--- config.mk ---
export PLATFORM = sky130hd
export DESIGN_NAME = pad_engine
export DESIGN_NICKNAME = d
export VERILOG_FILES = /design/src/rtl/shared_pkg.sv /design/src/rtl/pad_scan_ctr.sv /design/src/rtl/pad_engine.sv
export SDC_FILE = /design/constraint.sdc
export NUM_CORES = 1
export LEC_CHECK = 0
export BUFFER_PORTS_ARGS = -buffer_cell sky130_fd_sc_hd__buf_2
export CAP_MARGIN = 20
export CORE_MARGIN = 4
export CORE_UTILIZATION = 32
export CTS_CLUSTER_SIZE = 14
export DETAILED_ROUTE_END_ITERATION = 10
export HOLD_SLACK_MARGIN = 0.03
export PLACE_DENSITY = 0.54
export SLEW_MARGIN = 20
export SYNTH_ARGS = -nofsm -noshare
export SYNTH_HDL_FRONTEND = slang
export SYNTH_SLANG_ARGS = --single-unit
--- constraint.sdc ---
create_clock -name core_clk -period 4.6 [get_ports core_clk]
set_input_delay 0.92 -clock core_clk [delete_from_list [all_inputs] [get_ports core_clk]]
set_output_delay 0.92 -clock core_clk [all_outputs]
set_load 0.02 [all_outputs]
--- src/rtl/shared_pkg.sv ---
// Shared types and default widths for the padding stage and its neighbours.
package shared_pkg;

  localparam int PAD_DATA_WIDTH = 16;
  localparam int PAD_ADDR_WIDTH = 12;
  localparam int PAD_DIM_WIDTH  = 8;
  localparam int PAD_PAD_WIDTH  = 3;

  typedef enum logic [1:0] {
    IDLE  = 2'd0,
    RUN   = 2'd1,
    DRAIN = 2'd2,
    DONE  = 2'd3
  } pad_state_t;

  // Configuration captured on an accepted start.
  typedef struct packed {
    logic [PAD_DIM_WIDTH-1:0]  h;
    logic [PAD_DIM_WIDTH-1:0]  w;
    logic [PAD_DIM_WIDTH-1:0]  c;
    logic [PAD_PAD_WIDTH-1:0]  pad;
    logic [PAD_ADDR_WIDTH-1:0] src_base;
    logic [PAD_ADDR_WIDTH-1:0] dst_base;
  } pad_cfg_t;

endpackage

--- src/rtl/pad_scan_ctr.sv ---
// Nested x/y/c scan over the padded volume. x is innermost; one position per
// advance. Reports whether the current position is interior (maps to a source
// word) and whether it is the final position of the whole volume.
module pad_scan_ctr #(
  parameter int DIM_WIDTH = 8,
  parameter int PAD_WIDTH = 3
) (
  input  logic                 core_clk,
  input  logic                 reset_n,
  input  logic                 clear,
  input  logic                 advance,
  input  logic [DIM_WIDTH-1:0] h,
  input  logic [DIM_WIDTH-1:0] w,
  input  logic [DIM_WIDTH-1:0] c,
  input  logic [PAD_WIDTH-1:0] pad,
  output logic                 interior,
  output logic                 last
);

  // One extra bit so H+2P and W+2P never overflow.
  localparam int EW = DIM_WIDTH + 1;

  logic [EW-1:0]        pad_e;
  logic [EW-1:0]        hp;
  logic [EW-1:0]        wp;
  logic [EW-1:0]        x;
  logic [EW-1:0]        y;
  logic [DIM_WIDTH-1:0] ch;
  logic                 x_wrap;
  logic                 y_wrap;
  logic                 c_wrap;

  // Padded extents, wrap conditions and interior window test.
  // NOTE: every always_comb output gets a value on every path, so no latch is inferred.
  always_comb begin
    pad_e    = EW'(pad);
    hp       = EW'(h) + (pad_e << 1);
    wp       = EW'(w) + (pad_e << 1);
    x_wrap   = (x == wp - EW'(1));
    y_wrap   = (y == hp - EW'(1));
    c_wrap   = (ch == c - DIM_WIDTH'(1));
    last     = x_wrap && y_wrap && c_wrap;
    interior = (y >= pad_e) && (y < pad_e + EW'(h)) &&
               (x >= pad_e) && (x < pad_e + EW'(w));
  end

  // Position counters: x wraps into y, y wraps into channel, no idle cycle.
  // NOTE: sequential state uses non-blocking assignments so all flops update together.
  always_ff @(posedge core_clk or negedge reset_n) begin
    if (!reset_n) begin
      x  <= '0;
      y  <= '0;
      ch <= '0;
    end else if (clear) begin
      x  <= '0;
      y  <= '0;
      ch <= '0;
    end else if (advance) begin
      if (x_wrap) begin
        x <= '0;
        if (y_wrap) begin
          y  <= '0;
          ch <= c_wrap ? '0 : ch + DIM_WIDTH'(1);
        end else begin
          y <= y + EW'(1);
        end
      end else begin
        x <= x + EW'(1);
      end
    end
  end

endmodule

--- src/rtl/pad_engine.sv ---
// Zero-padding stage: streams a CxHxW map from the GLB into a Cx(H+2P)x(W+2P)
// map at a second base address, one output word per cycle.
module pad_engine
  import shared_pkg::*;
#(
  parameter int DATA_WIDTH = PAD_DATA_WIDTH,
  parameter int ADDR_WIDTH = PAD_ADDR_WIDTH,
  parameter int DIM_WIDTH  = PAD_DIM_WIDTH,
  parameter int PAD_WIDTH  = PAD_PAD_WIDTH
) (
  input  logic                  core_clk,
  input  logic                  reset_n,
  input  logic                  enable_pad,
  input  logic                  start,
  input  logic [DIM_WIDTH-1:0]  cfg_h,
  input  logic [DIM_WIDTH-1:0]  cfg_w,
  input  logic [DIM_WIDTH-1:0]  cfg_c,
  input  logic [PAD_WIDTH-1:0]  cfg_pad,
  input  logic [ADDR_WIDTH-1:0] src_base,
  input  logic [ADDR_WIDTH-1:0] dst_base,
  output logic                  rd_en,
  output logic [ADDR_WIDTH-1:0] rd_addr,
  input  logic [DATA_WIDTH-1:0] rd_data,
  output logic                  wr_en,
  output logic [ADDR_WIDTH-1:0] wr_addr,
  output logic [DATA_WIDTH-1:0] wr_data,
  output logic                  busy,
  output logic                  done
);

  pad_state_t            state;
  pad_state_t            state_nxt;
  pad_cfg_t              cfg_q;
  logic                  accept;
  logic                  zero_dim;
  logic                  in_run;
  logic                  scan_interior;
  logic                  scan_last;
  logic [ADDR_WIDTH-1:0] src_ctr;
  logic [ADDR_WIDTH-1:0] dst_ctr;
  logic                  wr_valid_q;
  logic                  wr_interior_q;
  logic [ADDR_WIDTH-1:0] wr_addr_q;
  logic                  done_q;

  pad_scan_ctr #(
    .DIM_WIDTH (DIM_WIDTH),
    .PAD_WIDTH (PAD_WIDTH)
  ) u_scan (
    .core_clk (core_clk),
    .reset_n  (reset_n),
    .clear    (accept),
    .advance  (in_run),
    .h        (cfg_q.h),
    .w        (cfg_q.w),
    .c        (cfg_q.c),
    .pad      (cfg_q.pad),
    .interior (scan_interior),
    .last     (scan_last)
  );

  // Start qualification and next-state selection; enable_pad low aborts quietly.
  always_comb begin
    accept    = start && enable_pad && (state == IDLE);
    zero_dim  = (cfg_h == '0) || (cfg_w == '0) || (cfg_c == '0);
    in_run    = (state == RUN);
    state_nxt = state;
    unique case (state)
      IDLE:    if (accept) state_nxt = zero_dim ? DONE : RUN;
      RUN:     if (!enable_pad) state_nxt = IDLE;
               else if (scan_last) state_nxt = DRAIN;
      DRAIN:   state_nxt = enable_pad ? DONE : IDLE;
      DONE:    state_nxt = IDLE;
      default: state_nxt = IDLE;
    endcase
  end

  // State register.
  always_ff @(posedge core_clk or negedge reset_n) begin
    if (!reset_n) state <= IDLE;
    else          state <= state_nxt;
  end

  // Configuration capture on an accepted start.
  always_ff @(posedge core_clk or negedge reset_n) begin
    if (!reset_n)    cfg_q <= '0;
    else if (accept) cfg_q <= '{h: cfg_h, w: cfg_w, c: cfg_c, pad: cfg_pad,
                                src_base: src_base, dst_base: dst_base};
  end

  // Source and destination offsets; source advances only on interior positions.
  always_ff @(posedge core_clk or negedge reset_n) begin
    if (!reset_n) begin
      src_ctr <= '0;
      dst_ctr <= '0;
    end else if (accept) begin
      src_ctr <= '0;
      dst_ctr <= '0;
    end else if (in_run) begin
      dst_ctr <= dst_ctr + ADDR_WIDTH'(1);
      if (scan_interior) src_ctr <= src_ctr + ADDR_WIDTH'(1);
    end
  end

  // One-stage write pipeline aligned with the read data return; abort drops it.
  always_ff @(posedge core_clk or negedge reset_n) begin
    if (!reset_n) begin
      wr_valid_q    <= 1'b0;
      wr_interior_q <= 1'b0;
      wr_addr_q     <= '0;
      done_q        <= 1'b0;
    end else begin
      wr_valid_q    <= in_run && enable_pad;
      wr_interior_q <= scan_interior;
      wr_addr_q     <= cfg_q.dst_base + dst_ctr;
      done_q        <= (state == DONE);
    end
  end

  // GLB request and status outputs.
  always_comb begin
    rd_en   = in_run && scan_interior;
    rd_addr = rd_en ? cfg_q.src_base + src_ctr : '0;
    wr_en   = wr_valid_q;
    wr_addr = wr_valid_q ? wr_addr_q : '0;
    wr_data = (wr_valid_q && wr_interior_q) ? rd_data : '0;
    busy    = (state != IDLE);
    done    = done_q;
  end

endmodule

**Word-level counts from Yosys, hierarchy flattened**

Index checks and enable logic that the tools add are counted.

- Bits in registers: 118
- Bits of input ports: 71
- Output and inout bits: 44
- Logic and storage cells: 93

- $add $sub $neg: 14
- Order comparisons: 4
- Eq/ne operators: 8
- Muxes and demuxes: 26
- Reduce and logical (&&, ||, !) cells: 25

Operators with widths:

| operator | count |
|---|---|
| $mux 12 | 7 |
| $mux 9 | 7 |
| $mux 8 | 5 |
| $add 12x1->12 const B | 2 |
| $add 12x12->12 | 2 |
| $logic_not 8->1 | 3 |
| $add 3x8->9 | 2 |
| $add 8x4->9 | 2 |
| $add 9x1->9 const B | 2 |
| $eq 9x9->1 | 2 |
| $ge 9x3->1 | 2 |
| $lt 9x9->1 | 2 |
| $sub 9x1->9 const B | 2 |
| $mux 16 | 1 |
| $logic_and 1x1->1 | 10 |
| $mux 2 | 5 |
| $reduce_bool 2->1 | 5 |
| $add 8x1->8 const B | 1 |
| $eq 8x8->1 | 1 |
| $pmux 2 s4 | 1 |
| $sub 8x1->8 const B | 1 |
| $reduce_and 2->1 | 3 |
| $eq 2x2->1 const B | 2 |
| $ne 3x2->1 const B | 1 |
| 5 further kinds | 6 |

**Depth between registers and ports, before layout**

- Depth in word-level cells: 8
- Mapped depth: 16
- Depth with buffers taken out: 15

**Cells and area by module**

From an unflattened synthesis, not the netlist that was laid out.

- Cells, all modules: 964
- Area, all modules: 8269.2 um^2

By module, submodules not included:

| module | instances | cells each | area each (um^2) | seq. area each (um^2) |
|---|---|---|---|---|
| pad_engine | 1 | 548 | 4803.4 | 2302.2 |
| pad_scan_ctr | 1 | 416 | 3465.8 | 650.6 |

**Worst setup path before layout**

Ideal clock, no wire load.

- Kind: reg2out
- From: register cfg_q[24] (netlist name)
- To: output port rd_addr[8]
- Arrival: 3523 ps
- Data required time: 3680 ps
- Path slack: 157 ps
- Cell stages (with the launch flop): 16
- Path buffers: 2
- Path through: dfrtp_1 > ha_1 > fa_1 > a21oi_1 > nor2_1 > and2_1 > nand2_1 > ha_1 > a211oi_1 > o21ai_0 > a21oi_1 > nand4_1 > or2_2 > clkbuf_1 > clkbuf_1 > nor3_1

- Word-level cells in the longest chain between the ends: 7

Ends and longest elaborated chain:

| item | RTL line | RTL |
|---|---|---|
| start, declared | pad_engine.sv:33 | `pad_cfg_t cfg_q;` |
| start signal, assigned | pad_engine.sv:87 | `else if (accept) cfg_q <= '{h: cfg_h, w: cfg_w, c: cfg_c, pad: cfg_pad,` |
| $add 3x8->9 | pad_scan_ctr.sv:43 | `interior = (y >= pad_e) && (y < pad_e + EW'(h)) &&` |
| $lt 9x9->1 | pad_scan_ctr.sv:43 |  |
| $logic_and 1x1->1 (2 in a row) | pad_scan_ctr.sv:43 |  |
| $logic_and 1x1->1 (*) | pad_scan_ctr.sv:44 | `(x >= pad_e) && (x < pad_e + EW'(w));` |
| $logic_and 1x1->1 (*) | pad_engine.sv:122 | `rd_en = in_run && scan_interior;` |
| $mux 12 (*) | pad_engine.sv:123 | `rd_addr = rd_en ? cfg_q.src_base + src_ctr : '0;` |
| end, declared | pad_engine.sv:22 | `output logic [ADDR_WIDTH-1:0] rd_addr,` |

Mark *: on every way between the ends. The rest lies on a longest branch, timed or not.

**Worst setup path after layout**

- From: register cfg_q[35] (netlist name)
- To: output port rd_addr[8]

- Word-level cells in the longest chain between the ends: 5

Ends and longest elaborated chain:

| item | RTL line |
|---|---|
| $add 3x8->9 | pad_scan_ctr.sv:44 |
| $lt 9x9->1 | pad_scan_ctr.sv:44 |
| $logic_and 1x1->1 | pad_scan_ctr.sv:44 |
| $logic_and 1x1->1 | pad_engine.sv:122 |
| $mux 12 | pad_engine.sv:123 |

No other way between the ends.

==> metrics <==
cell with the most instances after synthesis nand2_1; Critical Path Slowest Stage Cell fa_2; Initial Util 0.326; Pwr Density between 500 and 600 mW/mm²; Max-cap violations 0; post-synthesis cell count 950; clk sinks roughly 120; CP dominant cell by count a21oi_2; WL final 21.1 mm; worst hold endpoint cfg_q[6]; die area approximately 0.028 mm²; Post-synth ARST share 1.00; crit path max fanout 7; Post-synth EDFFs 0; library cells used by synthesis 62; Filler Cells Inserted around 2600; root buffer cell clkbuf_16; total power 5.36 mW; Synth Cell Area between 0.008 and 0.009 mm²; core area approximately 0.025 mm²; Avg WL per Cell 14.8 µm; fmax approximately 220 MHz; initial antenna violation count 0; CP required around 3.7 ns; max incr delay on CP around 0.4 ns; DRT iter0 DRCs between 300 and 400; crit-path cells ha_2 > fa_2 > a21oi_2 > nor2_2 > and2_4 > nand2_1 > ha_1 > a211oi_2 > o21ai_1 > a21oi_2 > nand4_1 > or2_4 > buf_12 > nor3_4 > buf_6; Avg Cell Area, Syn roughly 8.6 µm²; vias per cell approximately 4.9; Die Ht 168 µm; flops & latches, synth approximately 120; chip width ~170 µm; Largest delay share family, worst path simple AND/OR/NAND/NOR gates; Final setup viols 0; I/O Pins 115; reg-to-reg startpoint cfg_q[24]; Syn Nets 1109; Total GRT Usage 0.150; CTS tree yes; WP data arrival roughly 3.6 ns; r2r setup slk approximately 0.62 ns; RePlAce Congestion 0.794; relative slew slack 0.368; clock tree buffer depth 2; leakage power figure just under 5 nW; HP Start cfg_q[6]; Diodes inserted 0; outcome finished, final reports clean; Setup Slack @ Placement just under 0.3 ns; Worst VDD drop roughly 0.00026 V; RR Endpoint u_scan.ch[3]; global-route wire length before repair about 35 mm; Slew @ Worst Pin 0.949 ns; commonest cells in the netlist nand2_1 (176), dfrtp_1 (118), ha_1 (82); Worst Hold Depth 2; drt pass-1 iters 4; crit path time final roughly 4.5 ns; Antenna Nets Post-Route 0; Residual DRC 0; Cell Rows between 50 and 60; top-area cell type share of the netlist area 0.360; largest net degree at the start of global routing 73; Synth Flop Type dfrtp_1; fin area roughly 0.010 mm²; via count 6975; clk slew on worst S/H paths ~0.060 ns; WHS approximately 0.48 ns; Worst-Skew Late Latency between 0.4 and 0.5 ns; worst hold path class reg2reg; total grt overflow 0; worst setup margin 0.130 ns; CP Buf/Inv Count 2; # hold bufs at CTS 0; setup TNS 0 ns; Seq/Total Area, Yosys 0.360; vias in the first global route between 6000 and 7000; depth of the most critical reg-to-reg path 15; H-tree lvl count 4; CTS buffer count 17; Yosys top cell by area dfrtp_1; CP Capture Type output port; layout cells sized above 1 0.190; layout net count between 1000 and 1500; Area contributors post-synth dfrtp_1 (36%), ha_1 (13%), nand2_1 (8.1%); # port buffers approximately 110; critical path type reg2out; YS warnings 0; CP startpoint kind register; P&R area growth vs syn 22.2%; max-slew violation count 0; Hold Fails Final Rpt 0; Setup Skew between 0.009 and 0.01 ns; fin crit share 0.972; Placed Area just over 0.009 mm²; DP Wirelength around 16 mm
[report_power, final]
group	internal [mW]	switching [mW]	total, mW	leakage [nW]
sequential	1.30	0.255	1.56	1.54
clock	0.762	0.520	1.28	0.267
combinational	1.14	1.38	2.52	3.17
[logic make-up (layout without fill, tap and decap cells)]
logic type                 count (synthesis)  in the layout  share of synthesized area
adders and majority gates                 88             88                      0.140
AOI/OAI and AO/OA                        181            181                      0.136
and+or+nand+nor                          401            401                      0.237
DFF                                      118            118                      0.360
buffers and inverters                     84            235                     0.0409
muxes                                      6              6                    0.00733
xor gates and xnor gates                  72             72                     0.0786
[sequential cells by signal, summed over array words and instances (netlist names)]
name           count
cfg_q             51
dst_ctr           12
src_ctr           12
wr_addr_q         12
u_scan.x           9
u_scan.y           9
u_scan.ch          8
state              2
done               1
wr_en              1
wr_interior_q      1
[worst max-delay path by stage]
stage / slack [ns] / cells after the start / from / end
after floorplan: 0.16 / 15 / cfg_q[24] / rd_addr[8]
after global placement: 0.31 / 15 / cfg_q[35] / rd_addr[10]
after detailed placement: 0.30 / 15 / cfg_q[35] / rd_addr[10]
after CTS: 0.0002 / 15 / cfg_q[24] / rd_addr[8]
after global routing: -0.09 / 15 / cfg_q[35] / rd_addr[8]
final: 0.13 / 15 / cfg_q[35] / rd_addr[8]
[placed cells by master (no fill, tap or decap), types with 4 or more instances in the layout]
cell type	instances
mux2i_1	6
or3_1	6
inv_6	5
inv_1	59
nand2b_1	14
buf_2	103
fa_1	4
o21ai_1	5
a21oi_2	4
nand3_1	35
a21oi_1	34
a31oi_1	4
o21ai_0	69
o31ai_1	5
nor3_1	21
o211ai_1	7
nand4_1	6
ha_1	80
buf_4	36
nor4_1	16
dfrtp_1	118
o21a_1	7
and2_1	19
clkinvlp_4	4
nor2_1	41
clkbuf_16	18
xnor2_1	47
nor2b_1	5
a21o_1	15
nor2_2	5
nand2_1	176
and3_1	30
o21bai_1	4
xor2_1	24
[stage by stage]
stage,util,cells
final,0.398,1431
after global routing,0.398,1431
after CTS,0.390,1425
after detailed placement,0.364,1381
after global placement,0.364,1381
after floorplan,-,950
[metal layers]
layer / up-vias / routed length (µm) / GRT usage
met4: 0 / 240 / 0.0385
met1: 3266 / 10200 / 0.202
li1: 3575 / - / -
met5: - / 0 / 0
met2: 117 / 10000 / 0.252
met3: 17 / 635 / 0.0254
[cell type report]
cell class	count	area, µm²	area share
Sequential cell	118	2950	0.295
Tap cell	330	413	0.0412
Clock inverter	13	123	0.0122
Clock buffer	19	443	0.0442
Timing Repair Buffer	143	853	0.0852
Inverter	60	230	0.0230
Multi-Input combinational cell	748	5000	0.499
[worst reg2reg max path, delay by kind of cell (launching register included)]
kind | cells | cell delay, ns
AO/OA/AOI/OAI | 3 | 0.44
flip-flops | 1 | 0.39
buffers and inverters | 4 | 0.35
adder cells (fa/ha/maj) | 3 | 0.78
AND/OR/NAND/NOR | 4 | 1.59
XOR/XNOR | 1 | 0.37
[what timing repair did]
| item | 4_1_cts | 5_1_grt |
|---|---|---|
| resized for setup | 4 | 37 |
| endpoints found under the hold margin | 0 | 0 |
| gates cloned | 0 | 1 |
| setup buffers | 12 | 5 |
| setup endpoints to repair | 13 | 13 |
| pin swaps | 1 | 9 |
Power figures use the tool's default switching activity.
